==> src/rtl/acq_sequencer.sv <==
// acq_sequencer: runs one acquisition per accepted cpu_trig pulse.
// For each generator hop it runs `repetitions` shots; each shot waits for a
// rising edge on ext_trig and then gates `samples` ADC cycles.
//
// Handshake: cpu_trig is a fire-and-forget one-cycle start request. It is
// accepted only in IDLE (busy=0); while busy=1 it is ignored. Completion is
// reported by a one-cycle done strobe, during which busy is still 1.
module acq_sequencer #(
  parameter int CNT_W      = 24,
  parameter int HOP_SETTLE = 16
) (
  input  logic             clk,
  input  logic             rst,
  input  logic             cpu_trig,
  input  logic [CNT_W-1:0] repetitions,
  input  logic [CNT_W-1:0] samples,
  input  logic [CNT_W-1:0] generator_hops,
  input  logic             ext_trig,
  output logic             busy,
  output logic             capture_en,
  output logic [CNT_W-1:0] sample_idx,
  output logic [CNT_W-1:0] rep_idx,
  output logic [CNT_W-1:0] hop_idx,
  output logic             hop_pulse,
  output logic             done,
  output logic             trig_overrun
);

  localparam int SET_W = (HOP_SETTLE > 1) ? $clog2(HOP_SETTLE) : 1;

  typedef enum logic [2:0] {
    S_IDLE    = 3'd0,
    S_ARM     = 3'd1,
    S_CAPTURE = 3'd2,
    S_HOP     = 3'd3,
    S_SETTLE  = 3'd4,
    S_DONE    = 3'd5
  } state_t;

  state_t state;
  state_t state_nxt;

  // Run configuration captured at start; later input changes do not matter.
  logic [CNT_W-1:0] rep_cfg;
  logic [CNT_W-1:0] smp_cfg;
  logic [CNT_W-1:0] hop_cfg;

  logic             ext_d;
  logic             trig_edge;
  logic [SET_W-1:0] settle_cnt;

  logic start_ok;
  logic last_sample;
  logic last_rep;
  logic last_hop;
  logic settle_done;
  logic overrun_state;

  assign trig_edge = ext_trig & ~ext_d;

  // Zero R or S means an empty run that completes immediately.
  assign start_ok = (repetitions != '0) && (samples != '0);

  // The shadow values are nonzero whenever these compares are used, so the
  // subtractions cannot wrap.
  assign last_sample = (sample_idx == (smp_cfg - CNT_W'(1)));
  assign last_rep    = (rep_idx == (rep_cfg - CNT_W'(1)));
  assign last_hop    = (hop_idx == (hop_cfg - CNT_W'(1)));
  assign settle_done = (settle_cnt == SET_W'(HOP_SETTLE - 1));

  assign overrun_state = (state == S_CAPTURE) || (state == S_HOP) ||
                         (state == S_SETTLE);

  // State register.
  always_ff @(posedge clk) begin
    if (rst) begin
      state <= S_IDLE;
    end else begin
      state <= state_nxt;
    end
  end

  // Next-state selection and state-decoded strobes.
  always_comb begin
    state_nxt  = state;
    busy       = 1'b1;
    capture_en = 1'b0;
    hop_pulse  = 1'b0;
    done       = 1'b0;
    unique case (state)
      S_IDLE: begin
        busy = 1'b0;
        if (cpu_trig) begin
          state_nxt = start_ok ? S_ARM : S_DONE;
        end
      end
      S_ARM: begin
        if (trig_edge) begin
          state_nxt = S_CAPTURE;
        end
      end
      S_CAPTURE: begin
        capture_en = 1'b1;
        if (last_sample) begin
          if (!last_rep) begin
            state_nxt = S_ARM;
          end else if (!last_hop) begin
            state_nxt = S_HOP;
          end else begin
            state_nxt = S_DONE;
          end
        end
      end
      S_HOP: begin
        hop_pulse = 1'b1;
        state_nxt = S_SETTLE;
      end
      S_SETTLE: begin
        if (settle_done) begin
          state_nxt = S_ARM;
        end
      end
      S_DONE: begin
        done      = 1'b1;
        state_nxt = S_IDLE;
      end
      default: begin
        state_nxt = S_IDLE;
      end
    endcase
  end

  // ext_trig history flop used for rising-edge detection.
  always_ff @(posedge clk) begin
    if (rst) begin
      ext_d <= 1'b0;
    end else begin
      ext_d <= ext_trig;
    end
  end

  // Shadow configuration, index counters, settle timer and overrun flag.
  always_ff @(posedge clk) begin
    if (rst) begin
      rep_cfg      <= '0;
      smp_cfg      <= '0;
      hop_cfg      <= '0;
      sample_idx   <= '0;
      rep_idx      <= '0;
      hop_idx      <= '0;
      settle_cnt   <= '0;
      trig_overrun <= 1'b0;
    end else begin
      unique case (state)
        S_IDLE: begin
          if (cpu_trig) begin
            rep_cfg      <= repetitions;
            smp_cfg      <= samples;
            hop_cfg      <= (generator_hops == '0) ? CNT_W'(1) : generator_hops;
            sample_idx   <= '0;
            rep_idx      <= '0;
            hop_idx      <= '0;
            trig_overrun <= 1'b0;
          end
        end
        S_ARM: begin
          if (trig_edge) begin
            sample_idx <= '0;
          end
        end
        S_CAPTURE: begin
          // sample_idx parks at S-1 after the last sample so it reads back
          // as the final index once the run is over.
          if (last_sample) begin
            if (!last_rep) begin
              rep_idx <= rep_idx + CNT_W'(1);
            end
          end else begin
            sample_idx <= sample_idx + CNT_W'(1);
          end
        end
        S_HOP: begin
          hop_idx    <= hop_idx + CNT_W'(1);
          rep_idx    <= '0;
          settle_cnt <= '0;
        end
        S_SETTLE: begin
          settle_cnt <= settle_cnt + SET_W'(1);
        end
        S_DONE: begin
        end
        default: begin
        end
      endcase
      // Edges outside ARM during a run are flagged, never acted upon.
      if (trig_edge && overrun_state) begin
        trig_overrun <= 1'b1;
      end
    end
  end

endmodule
==> config.mk <==
export PLATFORM = sky130hd
export DESIGN_NAME = acq_sequencer
export DESIGN_NICKNAME = d
export VERILOG_FILES = /design/src/rtl/acq_sequencer.sv
export SDC_FILE = /design/constraint.sdc
export NUM_CORES = 1
export LEC_CHECK = 0
export ABC_AREA = 0
export BUFFER_PORTS_ARGS = -buffer_cell sky130_fd_sc_hd__buf_2
export CAP_MARGIN = 30
export CORE_MARGIN = 2
export CORE_UTILIZATION = 39
export DETAILED_ROUTE_END_ITERATION = 12
export PLACE_DENSITY = 0.61
export SLEW_MARGIN = 0
export SYNTH_ARGS = -nofsm -noshare
export SYNTH_HDL_FRONTEND = slang
export SYNTH_SLANG_ARGS = --single-unit
==> constraint.sdc <==
create_clock -name clk -period 3.65 [get_ports clk]
set_input_delay 0.5475 -clock clk [delete_from_list [all_inputs] [get_ports clk]]
set_output_delay 0.5475 -clock clk [all_outputs]
set_load 0.01 [all_outputs]
# Yosys cells after proc, flatten, opt, wreduce, memory -nomap -nowiden
# Index checks and enable logic that the tools add are counted.
# totals
regBits,153
latch_bits,0
ramBits,0
romBits,0
out_inout_bits,77
wordCells,79
mem_count,0
# op_classes
n_addsub,7
mul,0
n_div,0
n_lt_le_gt_ge,0
eq_ne,15
n_shift,0
n_mux,25
bitwise,2
reduce_logical,20
# op_table
operator,count
24-bit 2-to-1 mux,6
24-bit case mux with 3 select lines,2
24-bit by 1-bit adder with 24-bit output (second input constant),3
24-bit equality test,3
24-bit by 1-bit subtractor with 24-bit output (second input constant),3
24-bit case mux with 2 select lines,1
24-bit nonzero test,2
24-bit zero test,1
3-bit 2-to-1 mux,7
3-bit case mux with 5 select lines,1
2-bit != test (second input constant),6
4-bit AND reduction,3
4-bit case mux with 2 select lines,1
2-bit nonzero test,4
1-bit 2-to-1 mux,7
3-bit by 2-bit equality test with 1-bit output (second input constant),2
3-bit equality test (second input constant),2
2-bit AND reduction,3
3-bit nonzero test,2
4-bit by 1-bit adder with 4-bit output (second input constant),1
4-bit equality test (second input constant),1
3-bit by 1-bit equality test with 1-bit output (second input constant),1
3-bit zero test,1
1-bit logical AND,2
3 further kinds,4

# Longest topological paths before layout
# logic_depth
ltp_word,6
depth_mapped,14
mapped_depth_nobuf,11

# Worst setup path before layout
# Ideal clock, no wire load.
# synth_path
path_type,flip-flop to flip-flop
startpoint,register smp_cfg[3]
endpoint,register rep_idx[21]
setup_time_ns,0.132
t_arrival_ns,3.214
required_ns,3.518
path_slack_ns,0.304
path_stages_with_launch,13
n_path_buf,3
path_cell_list,dfxtp_1 > clkbuf_1 > nor4_2 > nand4_1 > nor3_1 > mux2_2 > a31oi_1 > o2111ai_1 > a211o_1 > buf_6 > buf_2 > o31ai_1 > a21oi_1
# synth_between
elab_chain_len,4
# synth_lines
element,line,source
"start, declared",45,logic [CNT_W-1:0] smp_cfg;
"start signal, assigned",158,smp_cfg <= samples;
24-bit by 1-bit subtractor with 24-bit output,66,assign last_sample = (sample_idx == (smp_cfg - CNT_W'(1)));
24-bit equality test,66,
2-bit != test (no source line),n/a,
4-bit AND reduction (no source line),n/a,
"end signal, assigned",176,rep_idx <= rep_idx + CNT_W'(1);
"end, declared",22,"output logic [CNT_W-1:0] rep_idx,"
# Every way passes these cells.
# A chain may end at the register's enable or synchronous reset.

# Worst setup path after layout
# layout_path
startpoint,register smp_cfg[11]
endpoint,register rep_idx[23]
# Same word-level chain as after synthesis.

==> impl_metrics.csv <==
group,metric,value,unit
hold_path,worstHoldPathType,"input pin to flop",
global_route,grt_usage,22.58,%
floorplanning,die_x,157.2,um
setup_path,cp.arrival,3.79,ns
yosys,synth-compound-area-share,17.91,%
placed_design,gp_congestion,0.9040,
job,maxCapViolCount,0,
yosys,synthesis.area,0.009150,mm^2
pwr,p_leak,4.293,nW
yosys,synth_top_family_by_area,"simple AND/OR/NAND/NOR gates",
timing,fin_skew,0.01727,ns
pwr,vdd_drop_max,0.3176,mV
floorplanning,io_pins,153,
route,via_count,9356,
global_route,antenna_found_initial,1,
yosys,synthMuxAreaShare,1.477,%
pwr,power.density,414.4,mW/mm^2
global_route,grt_use_met1,30.21,%
floorplanning,rows,56,
setup_path,cp_max_fo,44,
run_status,status,"completed",
timing,setup_violations,0,
global_route,use_met2,37.22,%
yosys,synth-xor-area-share,8.711,%
route,wire_per_inst,16.32,um
clocking,clock-sinks,153,
yosys,synth_top_area_share,33.47,%
hold_path,hold_start,"rst",
timing,hold_viol_final,0,
route,ant_nets,0,
timing,fmax,0.2913,GHz
clocking,clkTransAtPathRegs,0.06,ns
floorplanning,die_y,157.2,um
setup_path,r2r_cells,11,
placed_design,dp_hpwl,20.59,mm
floorplanning,core_area,0.02326,mm^2
yosys,synthFlopType,"dfxtp_1",
route,first_pass_iters,5,
layout,multiInputGateArea,0.005773,mm^2
global_route,grt_util_met3,4.543,%
yosys,synth-simple-area-share,33.65,%
layout,seq_area,0.003063,mm^2
setup_path,r2r-start,"smp_cfg[11]",
yosys,synth_cell_types,67,
yosys,post-synth-top-area-cell,"dfxtp_1",
setup_path,path_class,"flop to flop",
hold_path,hold_depth,2,
layout,syn2layout_area_growth,19.66,%
global_route,grt-ovfl-total,0,
placed_design,dp_cells,1659,
yosys,synth-edff-count,0,
clocking,htree_levels,4,
yosys,ys_top_cells_by_area,"dfxtp_1 33%, nand2_1 8.9%, a21oi_1 7.0%, xnor2_1 5.3%, xor2_1 3.4%",
layout,nFillCells,2344,
timing,setup_tns,0,ns
clocking,clk_latency,0.43,ns
timing,maxSlewViolCount,0,
clocking,numCtsBuffers,17,
timing,finalCriticalPeriod,3.433,ns
yosys,async_reset_ff_share,0,%
layout,finalNonFillerCells,1691,
layout,final_nets,1442,
timing,hold-worst-slack,0.3397,ns
timing,rsz0062_at_grt,"no",
route,drc_errors,0,
route,via_per_inst,5.533,
global_route,grt-busiest-layer,"met2",
clocking,cts_tree,"done",
floorplanning,die-area,0.02470,mm^2
pwr,fin_total_pwr,4.537,mW
setup_path,timing.critical_path.required,4.01,ns
yosys,synth_nets,1304,
yosys,synth_area_per_cell,7.494,um^2
placed_design,port_buffers,152,
setup_path,cp-startpoint,"smp_cfg[11]",
timing,tightestPinTransition,0.7474,ns
floorplanning,initial_core_util,39.33,%
global_route,grt_pass1_wl,44.79,mm
yosys,ys_ff_latch,153,
clocking,clockBufferDepth,2,
clocking,clock-root-buffer,"clkbuf_16",
route,wirelength,27.60,mm
timing,finalCritPeriodShare,94.04,%
setup_path,crit_path_end_kind,"flop",
route,drtIter0Drc,758,
yosys,synthCells,1221,
setup_path,start_kind,"flop",
layout,drive_gt1_share,17.86,%
layout,antennaDiodeCount,0,
global_route,grt_pass1_vias,8705,
yosys,yosys.area_share.adder,0.9572,%
yosys,synth_warnings,0,
global_route,grt_max_degree,76,
yosys,synth_seq_area_share,33.47,%
timing,relSlewSlack,50.17,%
worst max-delay path, cell delays in order (launching register included):
cell and delay, ns:
dfxtp_1 0.32, buf_4 0.15, nor4_1 0.30, nand4_1 0.26, nor3_2 0.32, mux2_2 0.36
a31oi_1 0.28, o2111ai_1 0.22, a211o_1 0.33, buf_12 0.18, or4_1 0.50, a21oi_1 0.14
synthesized netlist by cell type, types with 21 or more instances:
| cell | count |
|---|---|
| nor3_1 | 38 |
| nand4_1 | 21 |
| nor2_1 | 75 |
| xor2_1 | 36 |
| xnor2_1 | 55 |
| or4_1 | 21 |
| o21ai_0 | 36 |
| nand3_1 | 53 |
| clkbuf_1 | 52 |
| inv_1 | 21 |
| dfxtp_1 | 153 |
| nor4_1 | 44 |
| or3_1 | 31 |
| nand2_1 | 217 |
| a21oi_1 | 128 |
where the power goes:
part | internal (mW) | switching, mW | total (mW)
Combinational | 0.363 | 0.528 | 0.890
Sequential | 1.73 | 0.0848 | 1.82
Clock | 1.07 | 0.761 | 1.83
layout make-up:
type / instances / area share (%)
sequential: 153 / 27.97
tap: 319 / 3.645
multi-input combinational: 982 / 52.73
timing repair buffer: 184 / 9.393
clock buffer: 20 / 4.262
inverter: 21 / 0.7199
clock inverter: 12 / 1.280
through the flow:
step / setup slack [ns] / instance area, um^2 / util (%)
5_1_grt: 0.008201 / 10950 / 47.07
2_1_floorplan: 0.3038 / 9150 / -
6_report: 0.2175 / 10950 / 47.07
3_5_place_dp: 0.1139 / 10310 / 44.33
3_3_place_gp: 0.1407 / 10290 / 44.24
4_1_cts: 0.1076 / 10920 / 46.93
path summary, 6_finish.rpt:
check,to,slack (ns)
min,rep_idx[0],0.34
min reg2reg,hop_cfg[23],0.48
max,rep_idx[23],0.22
max reg2reg,rep_idx[23],0.22
logic make-up after synthesis:
logic type                 count (synthesis)
AOI/OAI and AO/OA                        269
xor gates and xnor gates                  91
adders and majority gates                  7
buffers and inverters                     86
DFF                                      153
muxes                                     13
and+or+nand+nor                          602
cell usage in the layout (no fill, tap or decap), drive strengths merged, types with 5 or more instances in the layout:
master    n
a21oi   128
nand3b    5
o21ai    36
nand2b   14
dfxtp   153
inv      24
and3     17
or3      31
a31oi    15
or4      22
nand2   217
o211ai   10
xnor2    55
and4     11
nand3    53
a21o      5
o31ai     7
and2     13
nor2     75
ha        7
nor2b     7
mux2i     9
nor3b     7
o31a      6
nand4    21
a311oi    5
o21a     13
or2       7
clkbuf   20
buf     184
nor3     39
xor2     36
nor4     48
a211oi    9
sequential cells by signal, summed over array words and instances (netlist names):
signal / flops
ext_d: 1
smp_cfg: 24
trig_overrun: 1
state: 3
rep_cfg: 24
rep_idx: 24
hop_cfg: 24
sample_idx: 24
hop_idx: 24
settle_cnt: 4
layer usage:
metal	wire [um]	part of all wire (%)
met1	13020	47
met2	12700	46
met3	1512	5.5
met4	358	1.3
met5	0	0
what timing repair did:
| action | CTS | global route |
|---|---|---|
| hold buffers | 0 | 0 |
| endpoints found under the setup margin | 0 | 22 |
| setup buffers | 0 | 0 |
| resized for setup | 0 | 5 |
(Power assumes the default switching activity.)
